**config.mk**
```make
export PLATFORM = sky130hd
export DESIGN_NAME = crash_judge
export DESIGN_NICKNAME = d
export VERILOG_FILES = /design/src/rtl/crash_judge_pkg.sv /design/src/rtl/crash_judge_edge_detect.sv /design/src/rtl/crash_judge.sv
export SDC_FILE = /design/constraint.sdc
export NUM_CORES = 1
export LEC_CHECK = 0
export CAP_MARGIN = 30
export CORE_MARGIN = 2
export CORE_UTILIZATION = 44
export CTS_CLUSTER_DIAMETER = 60
export DETAILED_ROUTE_END_ITERATION = 8
export PLACE_DENSITY = 0.66
export REMOVE_ABC_BUFFERS = 1
export SKIP_LAST_GASP = 1
export SLEW_MARGIN = 30
export SYNTH_ARGS = -nofsm -noshare
export SYNTH_HDL_FRONTEND = slang
export SYNTH_SLANG_ARGS = --single-unit
export TNS_END_PERCENT = 30
```
**constraint.sdc**
```tcl
create_clock -name clk_vga -period 3.7 [get_ports clk_vga]
set_input_delay 0.37 -clock clk_vga [delete_from_list [all_inputs] [get_ports clk_vga]]
set_output_delay 0.37 -clock clk_vga [all_outputs]
set_load 0.01 [all_outputs]
```
**src/rtl/crash_judge_pkg.sv**
```systemverilog
`default_nettype none
// ============================================================================
// Module      : crash_judge_pkg
// Description : Shared widths and state encodings for the crash_judge block.
//               LIFE_WIDTH / BOMB_WIDTH size the life and bomb counters;
//               judge_state_t is the 2-bit FSM encoding.
// Revision    : 1.0 - initial release
// ============================================================================
package crash_judge_pkg;

  localparam int LIFE_WIDTH = 2;
  localparam int BOMB_WIDTH = 2;

  typedef enum logic [1:0] {
    JUDGE_IDLE   = 2'd0,
    JUDGE_PLAY   = 2'd1,
    JUDGE_INVULN = 2'd2,
    JUDGE_OVER   = 2'd3
  } judge_state_t;

  // Collisions are only reported while a game is actually in progress.
  function automatic logic is_live(judge_state_t s);
    return (s == JUDGE_PLAY) || (s == JUDGE_INVULN);
  endfunction

endpackage
`default_nettype wire

```
**src/rtl/crash_judge_edge_detect.sv**
```systemverilog
`default_nettype none
// ============================================================================
// Module      : crash_judge_edge_detect
// Description : 1-bit edge detector. The input is compared against a
//               registered copy of itself; rise_o / fall_o are one-cycle
//               pulses while the new level is present.
// Ports       : clk, rst (sync, active-high), d_i (level in),
//               rise_o (0->1 pulse), fall_o (1->0 pulse)
// Revision    : 1.0 - initial release
// ============================================================================
module crash_judge_edge_detect #(
  parameter logic RESET_VAL = 1'b0
) (
  input  logic clk,
  input  logic rst,
  input  logic d_i,
  output logic rise_o,
  output logic fall_o
);

  logic r_prev;

  always_ff @(posedge clk) begin
    if (rst) begin
      r_prev <= RESET_VAL;
    end else begin
      r_prev <= d_i;
    end
  end

  assign rise_o = d_i & ~r_prev;
  assign fall_o = ~d_i & r_prev;

endmodule
`default_nettype wire

```
**src/rtl/crash_judge.sv**
```systemverilog
`default_nettype none
// ============================================================================
// Module      : crash_judge
// Description : Collision arbiter in front of enemy_top. Produces the
//               combinational crash strobes, and owns lives, post-hit
//               invulnerability, bomb inventory/firing and game-over.
//               All game state advances on the vsync falling-edge frame tick.
// Ports       : clk_vga, rst (sync, active-high), en_i (game running),
//               v_sync_i (active-low vsync), me/bullet/enemy_alpha_i,
//               bomb_key_i (debounced level),
//               crash_enemy_bullet_o, crash_me_enemy_o, bomb_o,
//               life_o, bomb_cnt_o, invuln_o, game_over_o
// Revision    : 1.0 - initial release
// ============================================================================
module crash_judge
  import crash_judge_pkg::*;
#(
  parameter int LIFE_INIT     = 3,
  parameter int BOMB_INIT     = 2,
  parameter int INVULN_FRAMES = 60,
  parameter int BOMB_FRAMES   = 2
) (
  input  logic                  clk_vga,
  input  logic                  rst,
  input  logic                  en_i,
  input  logic                  v_sync_i,
  input  logic                  me_alpha_i,
  input  logic                  bullet_alpha_i,
  input  logic                  enemy_alpha_i,
  input  logic                  bomb_key_i,
  output logic                  crash_enemy_bullet_o,
  output logic                  crash_me_enemy_o,
  output logic                  bomb_o,
  output logic [LIFE_WIDTH-1:0] life_o,
  output logic [BOMB_WIDTH-1:0] bomb_cnt_o,
  output logic                  invuln_o,
  output logic                  game_over_o
);

  localparam int c_inv_w = $clog2(INVULN_FRAMES + 1);
  localparam int c_bf_w  = $clog2(BOMB_FRAMES + 1);

  localparam logic [LIFE_WIDTH-1:0] c_life_init   = LIFE_WIDTH'(LIFE_INIT);
  localparam logic [BOMB_WIDTH-1:0] c_bomb_init   = BOMB_WIDTH'(BOMB_INIT);
  localparam logic [c_inv_w-1:0]    c_inv_frames  = c_inv_w'(INVULN_FRAMES);
  localparam logic [c_inv_w-1:0]    c_inv_one     = c_inv_w'(1);
  localparam logic [c_bf_w-1:0]     c_bomb_frames = c_bf_w'(BOMB_FRAMES);
  localparam logic [c_bf_w-1:0]     c_bf_one      = c_bf_w'(1);

  judge_state_t          r_state;
  logic [LIFE_WIDTH-1:0] r_life;
  logic [BOMB_WIDTH-1:0] r_bombs;
  logic [c_inv_w-1:0]    r_inv_cnt;
  logic [c_bf_w-1:0]     r_bomb_left;
  logic                  r_hit;
  logic                  r_pending;
  logic                  r_bomb;
  logic                  r_invuln;
  logic                  r_game_over;

  logic                  w_frame_tick;
  logic                  w_key_rise;
  logic                  w_vsync_rise_unused;
  logic                  w_key_fall_unused;
  logic                  w_unused_edges;
  logic [LIFE_WIDTH-1:0] w_life_dec;

  // vsync is active-low: the frame starts on its falling edge.
  crash_judge_edge_detect #(.RESET_VAL(1'b1)) u_vsync_edge (
    .clk    (clk_vga),
    .rst    (rst),
    .d_i    (v_sync_i),
    .rise_o (w_vsync_rise_unused),
    .fall_o (w_frame_tick)
  );

  crash_judge_edge_detect #(.RESET_VAL(1'b0)) u_key_edge (
    .clk    (clk_vga),
    .rst    (rst),
    .d_i    (bomb_key_i),
    .rise_o (w_key_rise),
    .fall_o (w_key_fall_unused)
  );

  assign w_unused_edges = w_vsync_rise_unused | w_key_fall_unused;

  // Zero-latency strobes so enemy_top gates them against the same pixel.
  assign crash_enemy_bullet_o = is_live(r_state) & bullet_alpha_i & enemy_alpha_i;
  assign crash_me_enemy_o     = is_live(r_state) & me_alpha_i & enemy_alpha_i;

  assign w_life_dec = (r_life == '0) ? '0 : r_life - 1'b1;

  always_ff @(posedge clk_vga) begin
    // Dropping en_i abandons the game outright, same as a reset.
    if (rst || !en_i) begin
      r_state     <= JUDGE_IDLE;
      r_life      <= c_life_init;
      r_bombs     <= c_bomb_init;
      r_inv_cnt   <= '0;
      r_bomb_left <= '0;
      r_hit       <= 1'b0;
      r_pending   <= 1'b0;
      r_bomb      <= 1'b0;
      r_invuln    <= 1'b0;
      r_game_over <= 1'b0;
    end else begin
      case (r_state)
        JUDGE_IDLE: begin
          r_state     <= JUDGE_PLAY;
          r_life      <= c_life_init;
          r_bombs     <= c_bomb_init;
          r_inv_cnt   <= '0;
          r_bomb_left <= '0;
          r_hit       <= 1'b0;
          r_pending   <= 1'b0;
          r_bomb      <= 1'b0;
          r_invuln    <= 1'b0;
          r_game_over <= 1'b0;
        end

        JUDGE_PLAY, JUDGE_INVULN: begin
          // Bomb release on the tick after the press, then a fixed
          // number of frame ticks high.
          if (w_frame_tick) begin
            if (r_pending) begin
              r_pending   <= 1'b0;
              r_bomb      <= 1'b1;
              r_bomb_left <= c_bomb_frames;
            end else if (r_bomb) begin
              if (r_bomb_left <= c_bf_one) begin
                r_bomb <= 1'b0;
              end
              r_bomb_left <= r_bomb_left - 1'b1;
            end
          end

          if (w_key_rise && (r_bombs != '0) && !r_pending && !r_bomb) begin
            r_pending <= 1'b1;
            r_bombs   <= r_bombs - 1'b1;
          end

          if (r_state == JUDGE_PLAY) begin
            if (w_frame_tick && r_hit) begin
              r_hit  <= 1'b0;
              r_life <= w_life_dec;
              if (w_life_dec == '0) begin
                // Last life gone: cancel any bomb, overriding the
                // release above.
                r_state     <= JUDGE_OVER;
                r_game_over <= 1'b1;
                r_bomb      <= 1'b0;
                r_pending   <= 1'b0;
                r_bomb_left <= '0;
              end else begin
                r_state   <= JUDGE_INVULN;
                r_invuln  <= 1'b1;
                r_inv_cnt <= c_inv_frames;
              end
            end else if (crash_me_enemy_o) begin
              r_hit <= 1'b1;
            end
          end else begin
            r_hit <= 1'b0;
            if (w_frame_tick) begin
              if (r_inv_cnt <= c_inv_one) begin
                r_inv_cnt <= '0;
                r_invuln  <= 1'b0;
                r_state   <= JUDGE_PLAY;
              end else begin
                r_inv_cnt <= r_inv_cnt - 1'b1;
              end
            end
          end
        end

        JUDGE_OVER: begin
          r_game_over <= 1'b1;
        end

        default: begin
          r_state <= JUDGE_IDLE;
        end
      endcase
    end
  end

  assign bomb_o      = r_bomb;
  assign life_o      = r_life;
  assign bomb_cnt_o  = r_bombs;
  assign invuln_o    = r_invuln;
  assign game_over_o = r_game_over;

endmodule
`default_nettype wire
```
# After elaboration in Yosys (flattened, before gate mapping)
# Cells that the tools add are included.
# word_totals
out_inout_bits,9
register_bits,21
wordCells,113
# op_classes
n_eq_ne,12
bitwise_logic,8
n_addsub,4
n_lt_le_gt_ge,2
reduce_logical,22
mux,53
# ops
op,n
$mux W6,5
$mux W2,14
$mux W1,24
$pmux W2 S2,4
$ne A3 B3 Y1 const B,4
$pmux W6 S2,1
$ne A2 B2 Y1 const B,4
$pmux W1 S2,4
$reduce_and A4 Y1,2
$and A1 B1 Y1,6
$le A6 B1 Y1 const B,1
$logic_not A2 Y1,3
$reduce_and A3 Y1,2
$sub A2 B1 Y2 const B,3
$sub A6 B1 Y6 const B,1
$reduce_and A5 Y1,1
$eq A2 B2 Y1 const B,2
$logic_and A1 B1 Y1,4
$ne A4 B4 Y1 const B,1
$reduce_and A2 Y1,2
$reduce_bool A2 Y1,2
$logic_not A1 Y1,3
$pmux W1 S3,1
$eq A2 B1 Y1 const B,1
4 further kinds,6

# Longest topological paths before layout
# logic_depth
word_depth,10
ltp_mapped,6
ltp_nobuf,6

# Modules after synthesis
# A second synthesis with hierarchy kept.
# hier_totals
cells_unflattened,153
hier_area_um2,1266.2
# by_module_without_submodules
mod,n_inst,area_each_um2,cells_per_inst
crash_judge,1,1187.4,145
crash_judge_edge_detect at u_vsync_edge,1,40.0,4
crash_judge_edge_detect at u_key_edge,1,38.8,4

# Worst setup path after synthesis
# No wires, ideal clock.
# synth_timing
path_kind,register to register
start,reg r_state[0]
end,"reg r_invuln, in the netlist invuln_o"
setup_slack_ns,1.900
path_stages_with_launch,7
required_ns,3.628
synth_period_minus_slack_ns,1.800
t_arrival_ns,1.728
setup_time_ns,0.072
path_cell_list,dfxtp_1 -> inv_1 -> ha_1 -> and2_1 -> a221oi_4 -> a21boi_2 -> mux2i_1
# synth_between
elab_chain_cells,4
# synth_lines
item,line,text
start: declaration,crash_judge.sv:50,judge_state_t r_state;
start signal: assignment,crash_judge.sv:96,r_state <= JUDGE_IDLE;
start signal: assignment,crash_judge.sv:109,r_state <= JUDGE_PLAY;
start signal: assignment,crash_judge.sv:149,r_state <= JUDGE_OVER;
$eq A2 B1 Y1 / $eq A2 B2 Y1 (equally long branches),"crash_judge.sv:107, crash_judge.sv:142",
$reduce_or A2 Y1,crash_judge.sv:107,case (r_state)
$ne A3 B3 Y1 (no line) / $reduce_bool A2 Y1 (equally long branches),n/a,
$reduce_and A5 Y1 (no line),n/a,
end signal: assignment,crash_judge.sv:104,r_invuln <= 1'b0;
end signal: assignment,crash_judge.sv:117,r_invuln <= 1'b0;
end signal: assignment,crash_judge.sv:156,r_invuln <= 1'b1;
end: declaration,crash_judge.sv:58,logic r_invuln;
# Several ways; a longest one is shown, not always the timed one.
# A chain may end at the register's enable or synchronous reset.

# Worst setup path after layout
# layout_timing
start,reg r_state[0]
end,out crash_me_enemy_o
# layout_between
elab_chain_cells,4
# layout_lines
item,line,text
$eq A2 B1 Y1 / $eq A2 B2 Y1 (equally long branches),crash_judge_pkg.sv:23,return (s == JUDGE_PLAY) || (s == JUDGE_INVULN);
$logic_or A1 B1 Y1 *,crash_judge_pkg.sv:23,
$and A1 B1 Y1 * (2 in a row),crash_judge.sv:89,assign crash_me_enemy_o = is_live(r_state) & me_alpha_i & enemy_alpha_i;
end: declaration,crash_judge.sv:32,"output logic crash_me_enemy_o,"
# Mark *: on every way between the ends. The rest lies on a longest branch, timed or not.

==> impl_summary.log <==
INFO  metric cts_hold_buffers = 0
INFO  metric synth_seq_cells = 21
INFO  metric wl_per_cell = between 10 and 15 um
INFO  metric post-route-drc-count = 0
INFO  metric setup_viol_count_final = 0
INFO  metric port_buffers = 16
INFO  metric yosysUniqueCellTypes = 47
INFO  metric synth_enable_flop_cells = 0
INFO  metric worstHoldPathType = reg -> reg
INFO  metric drv.max_cap_violation_count = 0
INFO  metric min_period_over_period = 70.7%
INFO  metric finalWorstPathRequiredPeriod = between 2000 and 3000 ps
INFO  metric seq_area_frac_synth = between 30% and 40%
INFO  metric fin_area = ~1500 sq um
INFO  metric ant_nets = 0
INFO  metric clock-skew-final = 6.23 ps
INFO  metric crit_fanout = 16
INFO  metric routed-via-count = between 1000 and 1500
INFO  metric die-height = roughly 58 um
INFO  metric vias_in_the_first_global_route = 1111
INFO  metric gpl.final_weighted_congestion = 0.784
INFO  metric root_buffer = sky130_fd_sc_hd__clkbuf_4
INFO  metric grt_first_pass_wirelength = 4890 um
INFO  metric grt_remaining_overflow = 0
INFO  metric grt_use_total = between 10% and 20%
INFO  metric num_rows = 19
INFO  metric rsz_0062_raised_after_global_routing = false
INFO  metric postPlaceCellArea = ~1500 sq um
INFO  metric yosys_warnings = 0
INFO  metric power.density = roughly 330 nW/um^2
INFO  metric synth_top_family_by_area = compound AO/OA/AOI/OAI gates
INFO  metric maximum_number_of_pins_on_one_net_before_global_route_repair = 17
INFO  metric tritoncts.num_buffers = 3
INFO  metric cts_max_level = 1
INFO  metric setup.worst_path.start_class = flip-flop
INFO  metric cts.sink_count = 21
INFO  metric fin_setup_tns = 0 ps
INFO  metric synthToLayoutAreaGrowth = 16.4%
INFO  metric cts_tree = done
INFO  metric detailedRoute.firstPassIterationCount = 4
INFO  metric mux_contribution_to_synthesized_area = between 2 and 2.5%
INFO  metric synth.avg_cell_area = just under 9 sq um
INFO  metric max_freq = about 0.38 GHz
INFO  metric yosysMostFrequentCell = sky130_fd_sc_hd__dfxtp_1
INFO  metric critPathArrivalTime = around 2300 ps
INFO  metric worst-slew-pin-transition = ~620 ps
INFO  metric biggest_area_contributors_in_the_synthesized_netlist = sky130_fd_sc_hd__dfxtp_1 33%, sky130_fd_sc_hd__ha_1 9.8%, sky130_fd_sc_hd__a21oi_1 3.5%
INFO  metric drive_gt1_share = under 10%
INFO  metric nets = roughly 180
INFO  metric worst_path_class_setup = reg -> out
INFO  metric power_leakage = between 0.0005 and 0.0006 uW
INFO  metric fp.dieArea = around 3400 sq um
INFO  metric simple_gate_area_share_of_the_yosys_netlist = around a quarter
INFO  metric final_max_slew_viol_count = 0
INFO  metric synth-adder-area-share = under 10%
INFO  metric irDropWorstVdd = about 0.19 mV
INFO  metric detailedPlacementHpwl = about 2100 um
INFO  metric start_util = between 40 and 50%
INFO  metric hold_viol_final = 0
INFO  metric synth_compound_gate_area_share = between 20% and 30%
INFO  metric final_core_utilization = between 50% and 60%
INFO  metric synthesis.instances = 148
INFO  metric core_area = about 2800 sq um
INFO  metric worst_skew_late_latency = 300 ps
INFO  metric synth.cell_area = between 1000 and 1500 sq um
INFO  metric wl = around 2900 um
INFO  metric floorplan.io_pins = 17
INFO  metric synth_top_area_cell = sky130_fd_sc_hd__dfxtp_1
INFO  metric die_width = 57.9 um
INFO  metric maxSlewHeadroom = between 50% and 60%
INFO  metric netlist_top_cells_count = 21 x sky130_fd_sc_hd__dfxtp_1, 11 x sky130_fd_sc_hd__nor2_1, 10 x sky130_fd_sc_hd__ha_1, 10 x sky130_fd_sc_hd__inv_1, 9 x sky130_fd_sc_hd__a21oi_1
INFO  metric setup.worst_path.end_class = output pin
INFO  metric drt-vias-per-instance = between 5 and 6
INFO  metric cts_repair_resize_count = 0
INFO  metric clk_transition_reported_paths = 130 ps
INFO  metric ys.flop_type = sky130_fd_sc_hd__dfxtp_1
INFO  metric first_iter_violations = 29
INFO  metric synth_xor_area_share = less than 1%
INFO  metric antenna_found_initial = 0
INFO  metric worst-endpoint-required = between 3000 and 4000 ps
INFO  metric n_antenna_cell = 0
INFO  metric post_cts.repair.setup_buffers = 0
INFO  metric cts-root-to-sink-buffers = 2
INFO  metric synth.top_cell.area_share = around 33%
INFO  metric ys_async_sr_fraction = 0%
INFO  metric run_status = complete, no violations
-- layer usage --
layer	vias to the layer above	global-route usage, %	routed length, um
met5	-	0	0
met4	0	3.99	17
met3	4	2.23	136
met2	31	29.7	1250
met1	545	25.8	1460
li1	584	-	-
-- cell type report --
type	instances	area [sq um]
clock buffers	4	26.3
fillers	273	1270
inverters	10	37.5
multi-input cells	113	807
flip-flops and latches	21	420
well taps	31	38.8
repair buffers	16	160
-- cells in the final DEF, fill, tap and decap left out, drive strengths merged, types with 2 or more instances in the layout --
master         instances
inv                   10
or3                    2
mux2i                  3
dfxtp                 21
nor2b                  4
ha                    10
a221oi                 2
nand2                  7
a21oi                  9
nand3                  3
nand3b                 3
a211o                  2
or2                    2
or4                    2
a22oi                  2
nor3                   6
nand2b                 5
a21o                   6
o31ai                  2
o2bb2ai                2
o21ai                  6
clkdlybuf4s50         16
and3                   2
clkbuf                 4
nand4b                 2
nor2                  11
-- final timing paths --
check / start / to / slack (ps) / cells after the start
hold reg to reg: invuln_o / invuln_o / 470 / 2
hold / removal: invuln_o / invuln_o / 470 / 2
setup / recovery: r_state[0] / crash_me_enemy_o / 1080 / 4
setup reg to reg: r_state[0] / invuln_o / 1460 / 6
-- worst max-delay path, cell delays in order, from the launching register on --
cell and delay [ps]:
sky130_fd_sc_hd__dfxtp_1 440, sky130_fd_sc_hd__inv_1 110, sky130_fd_sc_hd__ha_1 600, sky130_fd_sc_hd__and3_1 250, sky130_fd_sc_hd__clkdlybuf4s50_1 540
-- power by group --
group / leakage, uW / internal (uW) / switching (uW) / total [uW]
Clock: 0.0000150 / 41.9 / 73.7 / 116
Sequential: 0.000171 / 235 / 9.28 / 244
Combinational: 0.000398 / 61.2 / 76.7 / 138
Total: 0.000584 / 338 / 160 / 498
-- state kept, by name, indices dropped and copies added, names as in the netlist --
name,flops
game_over_o,1
bomb_cnt_o,2
bomb_o,1
u_vsync_edge.r_prev,1
r_inv_cnt,6
life_o,2
r_hit,1
r_bomb_left,2
u_key_edge.r_prev,1
invuln_o,1
r_state,2
r_pending,1
-- per-stage QoR --
step | total power (uW) | hold slack, ps | std cells | setup WS (ps)
6_report | 498 | 473 | 195 | 1080
5_1_grt | 526 | 505 | 195 | 928
4_1_cts | 499 | 479 | 195 | 1080
3_5_place_dp | 385 | 461 | 191 | 1440
3_3_place_gp | 383 | 447 | 191 | 1510
2_1_floorplan | 343 | 442 | 144 | 1780
-- cell families after synthesis --
family | count (synthesis)
buffers and inverters | 14
AO/OA/AOI/OAI | 44
adder cells (fa/ha/maj) | 10
AND/OR/NAND/NOR | 55
multiplexers | 3
XOR/XNOR | 1
flip-flops | 21
(Power assumes the default switching activity.)
